<file path="config.mk">
export PLATFORM = sky130hd
export DESIGN_NAME = hidden_cpu_core
export DESIGN_NICKNAME = d
export VERILOG_FILES = /design/src/rtl/hidden_cpu_core.sv
export SDC_FILE = /design/constraint.sdc
export NUM_CORES = 1
export LEC_CHECK = 0
export ABC_CLOCK_PERIOD_IN_PS = 6450
export CORE_MARGIN = 2
export CORE_UTILIZATION = 55
export CTS_CLUSTER_SIZE = 16
export DETAILED_ROUTE_END_ITERATION = 16
export PLACE_DENSITY = 0.83
export SLEW_MARGIN = 30
export SYNTH_ARGS = -nofsm -noshare
export SYNTH_HDL_FRONTEND = slang
export SYNTH_SLANG_ARGS = --single-unit
</file>
<file path="constraint.sdc">
create_clock -name clk -period 6.45 [get_ports clk]
set_input_delay 1.29 -clock clk [delete_from_list [all_inputs] [get_ports clk]]
set_output_delay 1.29 -clock clk [all_outputs]
set_load 0.05 [all_outputs]
</file>
<file path="src/rtl/hidden_cpu_core.sv">
// hidden_cpu_core: streamed single-issue accumulator core with register file, carry flag, PC and scratch RAM.
// Optional `HIDDENCPU_CARRY_BANK_EN` doubles RAM depth and uses the carry flag as the RAM bank bit.
module hidden_cpu_core #(
  parameter int DATA_W     = 8,
  parameter int REG_COUNT  = 4,
  parameter int RAM_ADDR_W = 3,
  localparam int RSEL_W    = $clog2(REG_COUNT),
  localparam int INSTR_W   = 2 + 2 * RSEL_W
) (
  input  logic               clk,
  input  logic               rst,
  input  logic [INSTR_W-1:0] instr,
  input  logic               instr_valid,
  output logic               instr_ready,
  output logic [DATA_W-1:0]  dout,
  output logic               carry
);

`ifdef HIDDENCPU_CARRY_BANK_EN
  localparam int MEM_AW = RAM_ADDR_W + 1;
`else
  localparam int MEM_AW = RAM_ADDR_W;
`endif
  localparam int MEM_DEPTH = 2 ** MEM_AW;

  localparam logic [1:0] OP_ADD  = 2'b00;
  localparam logic [1:0] OP_SUB  = 2'b01;
  localparam logic [1:0] OP_NAND = 2'b10;
  localparam logic [1:0] OP_SYS  = 2'b11;

  localparam logic [RSEL_W-1:0] SYS_STORE = RSEL_W'(0);
  localparam logic [RSEL_W-1:0] SYS_LOAD  = RSEL_W'(1);
  localparam logic [RSEL_W-1:0] SYS_BCS   = RSEL_W'(2);
  localparam logic [RSEL_W-1:0] SYS_TOG   = RSEL_W'(3);

  typedef enum logic {ST_EXEC = 1'b0, ST_LOAD_WB = 1'b1} state_t;

  state_t              r_state;
  state_t              w_state_nxt;
  logic [DATA_W-1:0]   r_regs [REG_COUNT];
  logic [DATA_W-1:0]   r_pc;
  logic                r_carry;
  logic                r_sel;
  logic [RSEL_W-1:0]   r_ld_rd;
  logic [MEM_AW-1:0]   r_ld_addr;
  logic [DATA_W-1:0]   r_ram [MEM_DEPTH];

  logic [1:0]          w_op;
  logic [RSEL_W-1:0]   w_rd;
  logic [RSEL_W-1:0]   w_rs;
  logic [DATA_W-1:0]   w_rd_val;
  logic [DATA_W-1:0]   w_rs_val;
  logic [DATA_W:0]     w_sum;
  logic [RAM_ADDR_W-1:0] w_ptr;
  logic [MEM_AW-1:0]   w_addr;
  logic                w_accept;
  logic                w_is_load;

  logic                w_reg_we;
  logic [RSEL_W-1:0]   w_reg_wa;
  logic [DATA_W-1:0]   w_reg_wd;
  logic                w_carry_nxt;
  logic [DATA_W-1:0]   w_pc_nxt;
  logic                w_sel_nxt;
  logic                w_ram_we;

  assign w_op     = instr[INSTR_W-1 -: 2];
  assign w_rd     = instr[2*RSEL_W-1 -: RSEL_W];
  assign w_rs     = instr[RSEL_W-1:0];
  assign w_rd_val = r_regs[w_rd];
  assign w_rs_val = r_regs[w_rs];
  assign w_sum    = {1'b0, w_rd_val} + {1'b0, w_rs_val};
  assign w_ptr    = r_regs[REG_COUNT-2][RAM_ADDR_W-1:0];

`ifdef HIDDENCPU_CARRY_BANK_EN
  // Bank bit is the flag value at acceptance, before this instruction's own update.
  assign w_addr = {r_carry, w_ptr};
`else
  assign w_addr = w_ptr;
`endif

  assign w_accept  = instr_valid & instr_ready;
  assign w_is_load = w_accept & (w_op == OP_SYS) & (w_rs == SYS_LOAD);

  assign dout  = r_sel ? r_pc : r_regs[REG_COUNT-1];
  assign carry = r_carry;

  // FSM state register
  always_ff @(posedge clk) begin
    if (rst) begin
      r_state <= ST_EXEC;
    end else begin
      r_state <= w_state_nxt;
    end
  end

  // FSM next-state logic
  always_comb begin
    w_state_nxt = r_state;
    case (r_state)
      ST_EXEC: begin
        if (w_is_load) begin
          w_state_nxt = ST_LOAD_WB;
        end else begin
          w_state_nxt = ST_EXEC;
        end
      end
      ST_LOAD_WB: w_state_nxt = ST_EXEC;
      default:    w_state_nxt = ST_EXEC;
    endcase
  end

  // FSM outputs
  always_comb begin
    instr_ready = 1'b0;
    case (r_state)
      ST_EXEC:    instr_ready = 1'b1;
      ST_LOAD_WB: instr_ready = 1'b0;
      default:    instr_ready = 1'b0;
    endcase
  end

  // Instruction execute: next values for register file, flag, PC, sel and RAM write
  always_comb begin
    w_reg_we    = 1'b0;
    w_reg_wa    = w_rd;
    w_reg_wd    = w_rd_val;
    w_carry_nxt = r_carry;
    w_pc_nxt    = r_pc;
    w_sel_nxt   = r_sel;
    w_ram_we    = 1'b0;
    if (r_state == ST_LOAD_WB) begin
      w_reg_we = 1'b1;
      w_reg_wa = r_ld_rd;
      w_reg_wd = r_ram[r_ld_addr];
    end else if (w_accept) begin
      w_pc_nxt = r_pc + DATA_W'(1);
      case (w_op)
        OP_ADD: begin
          w_reg_we    = 1'b1;
          w_reg_wd    = w_sum[DATA_W-1:0];
          w_carry_nxt = w_sum[DATA_W];
        end
        OP_SUB: begin
          w_reg_we    = 1'b1;
          w_reg_wd    = w_rd_val - w_rs_val;
          w_carry_nxt = (w_rd_val < w_rs_val);
        end
        OP_NAND: begin
          w_reg_we = 1'b1;
          w_reg_wd = ~(w_rd_val & w_rs_val);
        end
        OP_SYS: begin
          case (w_rs)
            SYS_STORE: w_ram_we = ~rst;
            SYS_LOAD:  w_ram_we = 1'b0;
            SYS_BCS: begin
              if (r_carry) begin
                w_pc_nxt = r_pc + w_rd_val;
              end else begin
                w_pc_nxt = r_pc + DATA_W'(1);
              end
            end
            SYS_TOG:   w_sel_nxt = ~r_sel;
            default:   w_ram_we  = 1'b0;
          endcase
        end
        default: w_reg_we = 1'b0;
      endcase
    end else begin
      w_pc_nxt = r_pc;
    end
  end

  // Architectural state and pending-load bookkeeping
  always_ff @(posedge clk) begin
    if (rst) begin
      for (int i = 0; i < REG_COUNT; i++) begin
        r_regs[i] <= DATA_W'(i);
      end
      r_pc      <= {DATA_W{1'b0}};
      r_carry   <= 1'b0;
      r_sel     <= 1'b0;
      r_ld_rd   <= {RSEL_W{1'b0}};
      r_ld_addr <= {MEM_AW{1'b0}};
    end else begin
      if (w_reg_we) begin
        r_regs[w_reg_wa] <= w_reg_wd;
      end
      r_pc    <= w_pc_nxt;
      r_carry <= w_carry_nxt;
      r_sel   <= w_sel_nxt;
      if (w_is_load) begin
        r_ld_rd   <= w_rd;
        r_ld_addr <= w_addr;
      end
    end
  end

  // Scratch RAM, deliberately not reset
  always_ff @(posedge clk) begin
    if (w_ram_we) begin
      r_ram[w_addr] <= w_rd_val;
    end
  end

endmodule

</file>
==> results.yml, run 1 <==
place:
  port_buffers: 18
  hpwl_um: 11100
  dpl_worst_slack_ps: 1280
  gp_congestion: 0.969
timing:
  rsz0062_at_grt: "false"
  hold-worst-slack_ps: 533
  skew_ps: 5.93
  hold_viol: 0
  max_freq_ghz: 0.206
  fin_ws_ps: 1600
  fin_crit_ps: 4850
  slew_headroom: 0.352
  worstMarginPinSlew_ps: 960
  fin_crit_sh: 0.751
  fin_setup_tns_ps: 0
  setup_violations: 0
  slew_viol_final: 0
route:
  drc: 0
  vias_per_cell: 6.65
  wirelength_um: 16000
  wl_per_cell_um: 23.2
  drtAntennaViolNets: 0
  dr.pass1.iters: 7
  drt_iter0_markers: 435
  vias: 4589
clock_network:
  post-cts-setup-buffer-count: 0
  clock-sinks: 115
  cts_hold_buffers: 0
  clockBufferDepth: 2
  cts_resized: 0
  cts_buffers: 17
  path_clk_slew_ps: 50
  cts_tree: "done"
  insertion_delay_ps: 420
  cts-root-buf: "clkbuf_16"
  htree_levels: 4
finish:
  register_area_um2: 3260
  layout.filler_cells: 866
  final_nets: 571
  multi_input_area_um2: 2910
  syn_to_final_growth_pct: 13.7
  drive_above_1_share: 0.166
  diodes: 0
critical_path:
  crit_arrival_ps: 5090
  crit_path_max_fanout: 13
  cpPeakStageDelay_ps: 980
  required_ps: 6700
  worstRegToRegCells: 8
  crit_slowest_cell: "clkdlybuf4s50_1"
  end_kind: "flop"
  crit_path_start_kind: "input pin"
  crit_type: "input pin to flop"
  path_cells: "clkdlybuf4s50_1, mux4_2, ha_1, nor2_1, nand2_1, and3_1, o311ai_0, o21ai_0, o211ai_1"
power:
  p_int_uw: 1550
  power.switching_uw: 543
  p_clk_frac: 0.457
  vdd_ir_drop_max_mv: 0.282
  p_comb_frac: 0.140
  cellPowerDensity_nw_per_um2: 287
  swShare: 0.260
  pwr-share-seq: 0.403
  leakage_uw: 0.00254
die:
  core_um2: 11400
  die_area_um2: 12600
  die-height_um: 112
  rows: 39
  io_pins: 19
  die_w_um: 112
  initial_core_util: 0.562
logic_synthesis:
  synth_area_per_cell_um2: 12.4
  syn_inst: 516
  async_reset_ff_frac: 0
  yosysUniqueCellTypes: 67
  synth-edff-count: 96
  synth_seq_cells: 115
  synth.most_common_cell: "edfxtp_1"
  ys_top_cells_by_area: "edfxtp_1 45%, mux4_2 9.5%, dfxtp_1 5.9%"
  synth_top_area_frac: 0.449
  synth.largest_area_cell: "edfxtp_1"
  synth_area_um2: 6420
  yosys_warnings: 0
  syn-num-nets: 553
  seq_area_frac_synth: 0.508
  ys_top_cells_by_count: "96 x edfxtp_1, 48 x nor2_1, 29 x inv_1, 29 x o21ai_0, 27 x mux4_2"
  synthFlopType: "edfxtp_1"
global_route:
  antenna_found_initial: 0
  grt_pass1_wl_um: 25000
  grt_usage: 0.266
  grt_overflow: 0
  grt_pass1_vias: 4603
  grt_max_degree: 27
worst_hold_path:
  hold_path_depth: 2
  hold_path_class: "flop to flop"
status:
  status: "completed"
run:
  maxCapViolCount: 0
## registers in the layout, summed over array words and instances (netlist names), named ones only
register and flops:
r_state 1, r_regs 32, r_pc 8, r_ram 64
r_sel 1, r_ld_addr 3, carry 1, r_ld_rd 2
## placed cells by master (no fill, tap or decap), types with 5 or more instances in the layout
cell type	n
a211oi_1	8
a21o_1	7
a21oi_1	19
a31oi_1	6
buf_4	7
clkbuf_16	18
clkdlybuf4s50_1	18
clkinvlp_4	5
dfxtp_1	18
edfxtp_1	96
ha_1	25
inv_1	29
mux2_2	12
mux2i_1	11
mux4_1	5
mux4_2	27
nand2_1	15
nand2b_1	11
nand3_1	9
nor2_1	48
nor2b_1	8
nor3_1	22
nor3b_1	8
o211ai_1	7
o21ai_0	29
xor2_1	5
## critical path: cells and delay by family
family,cells,cell delay [ps]
buffers and inverters,1,980
and+or+nand+nor,3,420
AOI/OAI and AO/OA,3,1170
adders and majority gates,1,480
muxes,1,750
## layer usage
layer / routed length, um / GRT usage / vias to the layer above
met5: 0 / 0 / -
met4: 674 / 0.138 / 0
met3: 1380 / 0.0508 / 49
met2: 7730 / 0.434 / 261
met1: 6260 / 0.344 / 2253
li1: - / - / 2026
## stage by stage
step / area [um^2] / total power [uW] / cells / util
global placement: 6700 / 1130 / 658 / 0.586
floorplan: 6420 / 1060 / 516 / -
global route: 7300 / 2150 / 690 / 0.640
finish: 7300 / 2090 / 690 / 0.640
CTS: 7300 / 2090 / 690 / 0.640
detailed placement: 6700 / 1140 / 658 / 0.586
## power groups by stage
stage	Sequential, uW	Combinational, uW	Clock [uW]
after floorplan	851	213	0
after global routing	844	316	991
after detailed placement	858	286	0
final	843	293	956
after global placement	856	276	0
after CTS	843	289	961
## cell families after synthesis
kind of cell,Yosys count,share of synthesized area
simple gates,141,0.110
xor+xnor,8,0.0109
flops,115,0.508
fa+ha+maj,28,0.0581
buf+inv,56,0.0392
compound gates,113,0.120
mux,55,0.153
## worst paths after layout
| check | from | end | slack (ps) |
|---|---|---|---|
| worst max-delay path | instr[2] | r_regs[1][6] | 1600 |
| worst min-delay path | r_ld_addr[0] | flop | 530 |
| worst max register to register | r_regs[2][2] | r_regs[1][6] | 3100 |
| worst min register to register | r_ld_addr[0] | flop | 530 |
## final cells by class
type                    instances  share of cell area
clock buffers                  21              0.0660
clock inverters                11              0.0171
inverters                      30              0.0154
multi-input cells             345               0.398
flip-flops and latches        115               0.447
well taps                     143              0.0245
repair buffers                 25              0.0319
Power figures use the tool's default switching activity.
==> run 2: changes to the inputs <==
ABC_CLOCK_PERIOD_IN_PS = 4400   (was 6450)
PLACE_DENSITY = 0.86   (was 0.83)
clock period = 4.4 ns   (was 6.45 ns; I/O delays follow)
==> run 2 against run 1 <==
Against the previous run: worst setup slack worse by 1100 ps; register-to-register slack got worse by 2000 ps; global-route usage rose by 0.79 points; core utilization increased by 1.2 points; clock power grew 40%; combinational power up 53%; total power rose by 45%; cell count is 3.2% higher; via count is 3.9% higher; highest routed layer unchanged; hold slack lost 18 ps; die area unchanged; sequential power grew 47%.
==> results.yml, run 2 (synthesis results as in run 1) <==
finish:
  layout_commonest_cell: "edfxtp_1"
  stdcell_area_um2: 7450
  diodes: 0
  largest_reg_flops: 64
  final_nets: 593
  drive_above_1_share: 0.199
  syn_to_final_growth_pct: 15.9
  top_register: "r_ram"
  final_cell_mix: "96 x edfxtp_1, 48 x nor2_1, 29 x inv_1, 29 x o21ai_0, 28 x buf_4"
  reg.largest.list: "r_ram: 64 flops, r_regs: 32 flops, r_pc: 8 flops"
die:
  rows: 39
  die_w_um: 112
  core_um2: 11400
  die-height_um: 112
  die_area_um2: 12600
  io_pins: 19
  initial_core_util: 0.562
run:
  maxCapViolCount: 0
clock_network:
  clock-sinks: 115
  clockBufferDepth: 2
  htree_levels: 4
  cts_buffers: 17
  post-cts-setup-buffer-count: 0
  cts_resized: 0
  path_clk_slew_ps: 60
  insertion_delay_ps: 420
  cts_tree: "done"
  cts_hold_buffers: 0
  cts-root-buf: "clkbuf_16"
timing:
  slew_headroom: 0.486
  hold_viol: 0
  skew_ps: 9.36
  fin_setup_tns_ps: 0
  worstMarginPinSlew_ps: 770
  setup_violations: 0
  slew_viol_final: 0
  fin_crit_sh: 0.886
  fin_crit_ps: 3900
  rsz0062_at_grt: "false"
  max_freq_ghz: 0.256
route:
  drc: 0
  wirelength_um: 16400
  drt_iter0_markers: 710
  wl_per_cell_um: 23.1
  dr.pass1.iters: 5
  vias: 4768
  vias_per_cell: 6.70
  drtAntennaViolNets: 0
place:
  placed_cell_area_um2: 6870
  hpwl_um: 11100
  gp_congestion: 0.927
  port_buffers: 18
worst_hold_path:
  hold_path_class: "flop to flop"
  min_from: "r_ld_addr[1]"
critical_path:
  crit_end: "r_regs[0][4]"
  critPathLaunch: "instr[2]"
  crit_type: "input pin to flop"
  crit_arrival_ps: 4030
  crit_path_start_kind: "input pin"
  worstRegToRegCells: 8
  end_kind: "flop"
  crit_path_max_fanout: 13
  required_ps: 4530
  worst_r2r_endpoint: "r_regs[1][5]"
  rr_startpoint: "r_regs[2][2]"
  ff2ff_setup_slack_ps: 1080
global_route:
  grt_max_degree: 22
  grt_pass1_wl_um: 26000
  grt_pass1_vias: 4755
  antenna_found_initial: 0
  grt_usage: 0.274
  grt_overflow: 0
power:
  vdd_ir_drop_max_mv: 0.321
  cellPowerDensity_nw_per_um2: 407
  leakage_uw: 0.00265
status:
  status: "completed"
run 2: cell count changes in the layout (fill, tap and decap cells not counted):
cell	before	now
buf_12	0	1
buf_4	7	28
bufinv_16	2	1
clkbuf_1	1	0
clkbuf_16	18	17
clkbuf_8	2	0
clkinv_4	1	3
clkinvlp_4	5	2
dfxtp_1	18	19
dfxtp_2	1	0
inv_6	1	5
inv_8	0	2
run 2: stage by stage:
stage | std cells | util | setup WS, ps | power [uW] | hold WS, ps
final | 712 | 0.652 | 501 | 3030 | 515
after global routing | 712 | 0.652 | 348 | 3120 | 542
after CTS | 712 | 0.652 | 555 | 3030 | 512
after detailed placement | 680 | 0.602 | 132 | 1690 | 494
after global placement | 680 | 0.602 | 240 | 1670 | 483
after floorplan | 516 | - | 763 | 1560 | 463
run 2: worst min path at each step:
stage,slack (ps),end,depth (start not counted)
after floorplan,460,flop,2
after global placement,480,flop,2
after detailed placement,490,flop,2
after CTS,510,r_ld_addr[1],2
after global routing,540,r_ld_addr[1],2
final,520,r_ld_addr[1],2
run 2: routing by layer:
layer | track usage | vias up | wire length (um)
li1 | - | 2074 | -
met1 | 0.359 | 2319 | 6430
met2 | 0.447 | 320 | 8010
met3 | 0.0589 | 55 | 1410
met4 | 0.120 | 0 | 583
met5 | 0 | - | 0
run 2: layout make-up:
type	instances	area (um^2)
Fill cell	827	3970
Tap cell	143	179
Timing Repair Buffer	47	410
Multi-Input combinational cell	345	2910
Clock buffer	17	425
Sequential cell	115	3260
Clock inverter	15	148
Inverter	30	113
run 2: critical path: stages:
cell and delay (ps):
clkdlybuf4s50_1 500, buf_12 160, mux4_2 560, inv_1 120
ha_1 160, inv_1 50, fa_1 420, a21o_1 180
a21oi_1 290, o21ai_0 180, xnor2_1 380, a211oi_1 160
run 2: power by group:
part	internal (uW)	leakage, uW	switching [uW]
Combinational	175	0.00132	274
Clock	792	0.000279	551
Sequential	1210	0.00105	24.2
